==> config.mk <==
export PLATFORM = sky130hd
export DESIGN_NAME = myfifo_global_poly_input
export DESIGN_NICKNAME = d
export VERILOG_FILES = /design/src/rtl/myfifo_global_poly_input.sv
export SDC_FILE = /design/constraint.sdc
export NUM_CORES = 2
export LEC_CHECK = 0
export BUFFER_PORTS_ARGS = -buffer_cell sky130_fd_sc_hd__buf_2
export CAP_MARGIN = 20
export CORE_MARGIN = 2
export CORE_UTILIZATION = 30
export CTS_CLUSTER_DIAMETER = 120
export DETAILED_ROUTE_END_ITERATION = 7
export GPL_TIMING_DRIVEN = 0
export RECOVER_POWER = 50
export SLEW_MARGIN = 20
export SYNTH_ARGS = -nofsm -noshare
export SYNTH_HDL_FRONTEND = slang
export SYNTH_SLANG_ARGS = --single-unit
==> constraint.sdc <==
create_clock -name clk -period 3.8 [get_ports clk]
set_input_delay 0.76 -clock clk [delete_from_list [all_inputs] [get_ports clk]]
set_output_delay 0.76 -clock clk [all_outputs]
set_load 0.05 [all_outputs]
==> src/rtl/myfifo_global_poly_input.sv <==
// Poly-slot FIFO between the AXI DMA writer and the compute logic reader.
// Each slot holds one complete poly in two line banks (A and B). A slot is
// published to the reader only when the writer closes it with outer_wr_finish.
// Optional feature: define GLOBAL_POLY_INPUT_COUNT_EN to add the `count` output.

`ifndef ADDR_WIDTH
`define ADDR_WIDTH 4
`endif
`ifndef BIT_WIDTH
`define BIT_WIDTH 8
`endif
`ifndef LINE_SIZE
`define LINE_SIZE 2
`endif

module myfifo_global_poly_input #(
  parameter int POINTER_WIDTH = 2,
  parameter int FIFO_DEPTH    = 2**POINTER_WIDTH
) (
  input  logic                               clk,
  input  logic                               rst,
  output logic                               empty,
  output logic                               full,
  input  logic                               outer_wr_finish,
  input  logic                               outer_wr_en,
  input  logic [`ADDR_WIDTH-1:0]             outer_wr_addrA,
  input  logic [`ADDR_WIDTH-1:0]             outer_wr_addrB,
  input  logic [`BIT_WIDTH*`LINE_SIZE-1:0]   outer_wr_dA,
  input  logic [`BIT_WIDTH*`LINE_SIZE-1:0]   outer_wr_dB,
  output logic                               outer_wr_full,
  input  logic                               internal_rd_finish,
  input  logic [`ADDR_WIDTH-1:0]             internal_rd_addrA,
  input  logic [`ADDR_WIDTH-1:0]             internal_rd_addrB,
  output logic [`BIT_WIDTH*`LINE_SIZE-1:0]   internal_rd_dA,
  output logic [`BIT_WIDTH*`LINE_SIZE-1:0]   internal_rd_dB,
  output logic                               internal_rd_empty
`ifdef GLOBAL_POLY_INPUT_COUNT_EN
  ,
  output logic [POINTER_WIDTH:0]             count
`endif
);

  localparam int DW    = `BIT_WIDTH*`LINE_SIZE;
  localparam int LINES = 2**`ADDR_WIDTH;

  typedef enum logic {WRIDLE = 1'b0, WR = 1'b1} wr_state_e;
  typedef enum logic {RDIDLE = 1'b0, RD = 1'b1} rd_state_e;

  wr_state_e wr_state_q, wr_state_d;
  rd_state_e rd_state_q, rd_state_d;

  logic [POINTER_WIDTH:0] wr_ptr_q, wr_ptr_d;
  logic [POINTER_WIDTH:0] rd_ptr_q, rd_ptr_d;
  logic                   wr_adv, rd_adv;
  logic                   mem_we;

  logic [DW-1:0] mem_a_q [FIFO_DEPTH][LINES];
  logic [DW-1:0] mem_b_q [FIFO_DEPTH][LINES];
  logic [DW-1:0] rd_da_q, rd_db_q;

  // Extra MSB on each pointer distinguishes a full ring from an empty one.
  assign full  = (wr_ptr_q[POINTER_WIDTH-1:0] == rd_ptr_q[POINTER_WIDTH-1:0]) &&
                 (wr_ptr_q[POINTER_WIDTH] != rd_ptr_q[POINTER_WIDTH]);
  assign empty = (wr_ptr_q == rd_ptr_q);

  assign outer_wr_full     = full;
  assign internal_rd_empty = empty;
  assign internal_rd_dA    = rd_da_q;
  assign internal_rd_dB    = rd_db_q;

  // State registers for both FSMs; a reset mid-poly simply drops back to idle.
  always_ff @(posedge clk) begin
    if (rst) begin
      wr_state_q <= WRIDLE;
      rd_state_q <= RDIDLE;
    end else begin
      wr_state_q <= wr_state_d;
      rd_state_q <= rd_state_d;
    end
  end

  // Write FSM next state: a poly opens on finish low and closes on finish high.
  always_comb begin
    wr_state_d = wr_state_q;
    case (wr_state_q)
      WRIDLE:  if (!outer_wr_finish) wr_state_d = WR;
      WR:      if (outer_wr_finish)  wr_state_d = WRIDLE;
      default: wr_state_d = WRIDLE;
    endcase
  end

  // Read FSM next state: mirrors the write FSM on internal_rd_finish.
  always_comb begin
    rd_state_d = rd_state_q;
    case (rd_state_q)
      RDIDLE:  if (!internal_rd_finish) rd_state_d = RD;
      RD:      if (internal_rd_finish)  rd_state_d = RDIDLE;
      default: rd_state_d = RDIDLE;
    endcase
  end

  // FSM outputs: closing a poly publishes (or releases) a slot unless blocked.
  always_comb begin
    wr_adv = (wr_state_q == WR) && outer_wr_finish && !full;
    rd_adv = (rd_state_q == RD) && internal_rd_finish && !empty;
    mem_we = outer_wr_en && !outer_wr_finish && !full && !rst;
  end

  // Pointer next values; both may step in the same cycle.
  always_comb begin
    wr_ptr_d = wr_ptr_q + {{POINTER_WIDTH{1'b0}}, wr_adv};
    rd_ptr_d = rd_ptr_q + {{POINTER_WIDTH{1'b0}}, rd_adv};
  end

  // Pointer registers.
  always_ff @(posedge clk) begin
    if (rst) begin
      wr_ptr_q <= '0;
      rd_ptr_q <= '0;
    end else begin
      wr_ptr_q <= wr_ptr_d;
      rd_ptr_q <= rd_ptr_d;
    end
  end

  // Slot storage has no reset so buffered polys survive a controller reset.
  always_ff @(posedge clk) begin
    if (mem_we) begin
      mem_a_q[wr_ptr_q[POINTER_WIDTH-1:0]][outer_wr_addrA] <= outer_wr_dA;
      mem_b_q[wr_ptr_q[POINTER_WIDTH-1:0]][outer_wr_addrB] <= outer_wr_dB;
    end
  end

  // Registered read of the head slot; returns zero while nothing is published.
  always_ff @(posedge clk) begin
    if (rst || empty) begin
      rd_da_q <= '0;
      rd_db_q <= '0;
    end else begin
      rd_da_q <= mem_a_q[rd_ptr_q[POINTER_WIDTH-1:0]][internal_rd_addrA];
      rd_db_q <= mem_b_q[rd_ptr_q[POINTER_WIDTH-1:0]][internal_rd_addrB];
    end
  end

`ifdef GLOBAL_POLY_INPUT_COUNT_EN
  logic [POINTER_WIDTH:0] count_q;

  // Occupancy tracked alongside the pointers so it lines up with full/empty.
  always_ff @(posedge clk) begin
    if (rst) count_q <= '0;
    else     count_q <= wr_ptr_d - rd_ptr_d;
  end

  assign count = count_q;
`endif

endmodule

==> flow_summary.toml <==
[setup_path]
cp-end-kind = "flop"
crit_slowest_cell = "o2111ai_1"
crit_path_max_incr_delay_ps = 580
cp.required_ps = 4420
cp_cell_sequence = "buf_4 -> buf_2 -> buf_6 -> buf_4 -> mux2i_1 -> mux2i_1 -> o2111ai_1 -> o211ai_1"
critPathMaxFanout = 10
r2r-start = "rd_ptr_q[1]"
crit_start = "rd_ptr_q[1]"
cp-start-kind = "flop"
cp_data_arrival_time_ps = 4500
crit_type = "reg2reg"

[clock_network]
clk_path_buf_depth = 3
cts_inserted_buffers = 193
cts_sinks = 2088
htree_levels = 4
cts_root_buffer = "clkbuf_16"
postCtsHoldBufs = 0
tritoncts = "yes"
clk_pin_slew_ps = 60
clock_latency_ps = 840

[global_routing]
antenna_found_initial = 33
overflow = 0
grt.total_usage = 0.195
grt_pass1_vias = 40000
grt_max_degree = 65
grt_pass1_wl_mm = 358

[drt]
via_per_inst = 5.54
drc = 0
vias = 42100
dr.pass1.iters = 8
wirelength_mm = 269
drt_iter0_drc = 7514
ant_nets = 0
post_drt_wl_per_cell_um = 35.4

[sta]
slew_viol_final = 2051
period_minus_slack_ps = 3880
tightest_slew_ps = 3360
timing.final.crit_share = 1.02
fin_skew_ps = 34.2
fin_ws_ps = -75.4
clock.fmax_mhz = 258
finalHoldViolations = 0
setup_tns_ps = -190
relSlewSlack = -1.24
setup_violations = 6

[logic_synthesis]
syn_avg_cell_area_sq_um = 22.8
synth-main-ff-cell = "edfxtp_1"
ys_ff_latch = 2088
synth_warnings = 0
syn_area_sq_mm = 0.0802
yosysSeqAreaShare = 0.777
synth_area_leader_cell = "edfxtp_1"
postSynthCellCount = 3513
yosysTopAreaCellShare = 0.767
ys_async_sr_fraction = 0
synth_edf_count = 2048
ys_types = 55
synth_area_leaders = "edfxtp_1, mux4_2, mux2i_1"
synthesis.nets = 3570

[min_path]
min_path_type = "in2reg"
hp-start = "internal_rd_finish"

[layout]
fin_nets = 3938
final_core_util = 0.354
area.growth.synth_to_final_pct = 17.4
mostFrequentLayoutCell = "edfxtp_1"
multi_input_area_sq_mm = 0.0177
fillers = 24100
regArea_sq_mm = 0.0623
final_layout_size_suffix_gt1_frac = 0.300
layout_common_cells = "edfxtp_1, mux4_2, clkbuf_16"

[status]
outcome = "finished with violations"
violations = "capacitance limit, slew limit, setup timing"

[power_and_ir_drop]
irDropWorstVdd_mv = 0.560
cellLeakagePower_nw = 28.1
power.density_mw_per_mm2 = 494

[floorplan]
rows = 189
dieArea_sq_mm = 0.271
coreArea_sq_mm = 0.266
num_io_pins = 89
die_h_um = 521
die_x_um = 521
start_util = 0.302

[flow_run]
drv_cap = 33

[placed_design]
gp_congestion = 0.941
pre_cts_slack_ps = -1000
dpl.hpwl_mm = 172
port-buffer-count = 84
-- timing repair --
action	in CTS	in global routing
gates resized for setup	26	13
cloned	0	0
pin swaps	0	15
setup endpoints to repair	29	320
buffers inserted	0	18
-- sequential cells by signal, summed over array words and instances, names as in the netlist --
name and flops:
rd_ptr_q 3, wr_state_q 1, mem_b_q 1024, mem_a_q 1024
internal_rd_dB 16, internal_rd_dA 16, wr_ptr_q 3, rd_state_q 1
-- metal layers --
metal  global-route usage  vias up  part of all wire
met2                0.290     3197              0.44
met1                0.263    22500              0.38
li1                     -    15700                 -
met5              0.00316        -           0.00078
met3               0.0592      611              0.13
met4               0.0844       14             0.051
-- where the power goes --
group	leakage (nW)	internal [W]	switching [W]
clock	3.02	0.0107	0.00868
sequential	18.7	0.0254	0.0000115
combinational	6.33	0.000415	0.00131
total	28.1	0.0365	0.0100
-- final cells by class --
type                            instances  share of cell area
Antenna cell                           11            0.000293
Buffer                                186              0.0131
Clock buffer                          268              0.0564
Clock inverter                         92             0.00935
Inverter                                3            0.000120
Multi-Input combinational cell       1232               0.188
Sequential cell                      2088               0.662
Tap cell                             3533              0.0470
Timing Repair Buffer                  177              0.0235
-- metrics by stage --
step,cell area (sq um),instances,hold slack [ps],total power [W]
global placement,85000,7130,525,0.0274
CTS,93800,7561,35.2,0.0465
floorplan,80200,3513,503,0.0265
finish,94100,7590,84.0,0.0465
global route,94100,7584,72.2,0.0475
detailed placement,87500,7204,527,0.0275
-- path summary, 6_finish.rpt --
check	end	slack, ps	cells after the start
setup reg to reg	internal_rd_dB[15]	-80	8
hold / removal	rd_state_q	80	2
setup / recovery	internal_rd_dB[15]	-80	8
hold reg to reg	wr_ptr_q[2]	550	2
-- worst max-delay path: cells and delay by family (launching register included) --
kind            cells  cell delay [ps]
flops               1              460
compound gates      2              930
buf+inv             4             1760
mux                 2              440
-- synthesized netlist by cell type, drive strengths merged (4+ instances only) --
master / instances
a2111oi: 5
a211oi: 8
a21oi: 24
a221oi: 5
a22o: 8
a22oi: 73
a31oi: 5
and2: 6
and3: 6
buf: 137
clkbuf: 53
dfxtp: 40
edfxtp: 2048
ha: 4
mux2: 20
mux2i: 146
mux4: 533
nand2: 70
nand2b: 7
nand3: 30
nor2: 160
nor2b: 24
nor3: 21
nor3b: 4
o2111ai: 6
o211ai: 6
o21ai: 19
o22ai: 12
xnor2: 5
-- cell families (layout without fill, tap and decap cells) --
| logic type | after synthesis | after routing | synth area share |
|---|---|---|---|
| AND/OR/NAND/NOR | 335 | 335 | 0.0183 |
| XOR/XNOR | 7 | 7 | 0.000765 |
| AO/OA/AOI/OAI | 187 | 187 | 0.0166 |
| other | 0 | 11 | 0 |
| multiplexers | 699 | 699 | 0.172 |
| flip-flops | 2088 | 2088 | 0.777 |
| buffers and inverters | 193 | 726 | 0.0145 |
| adder cells (fa/ha/maj) | 4 | 4 | 0.000624 |
(Power assumes the default switching activity.)
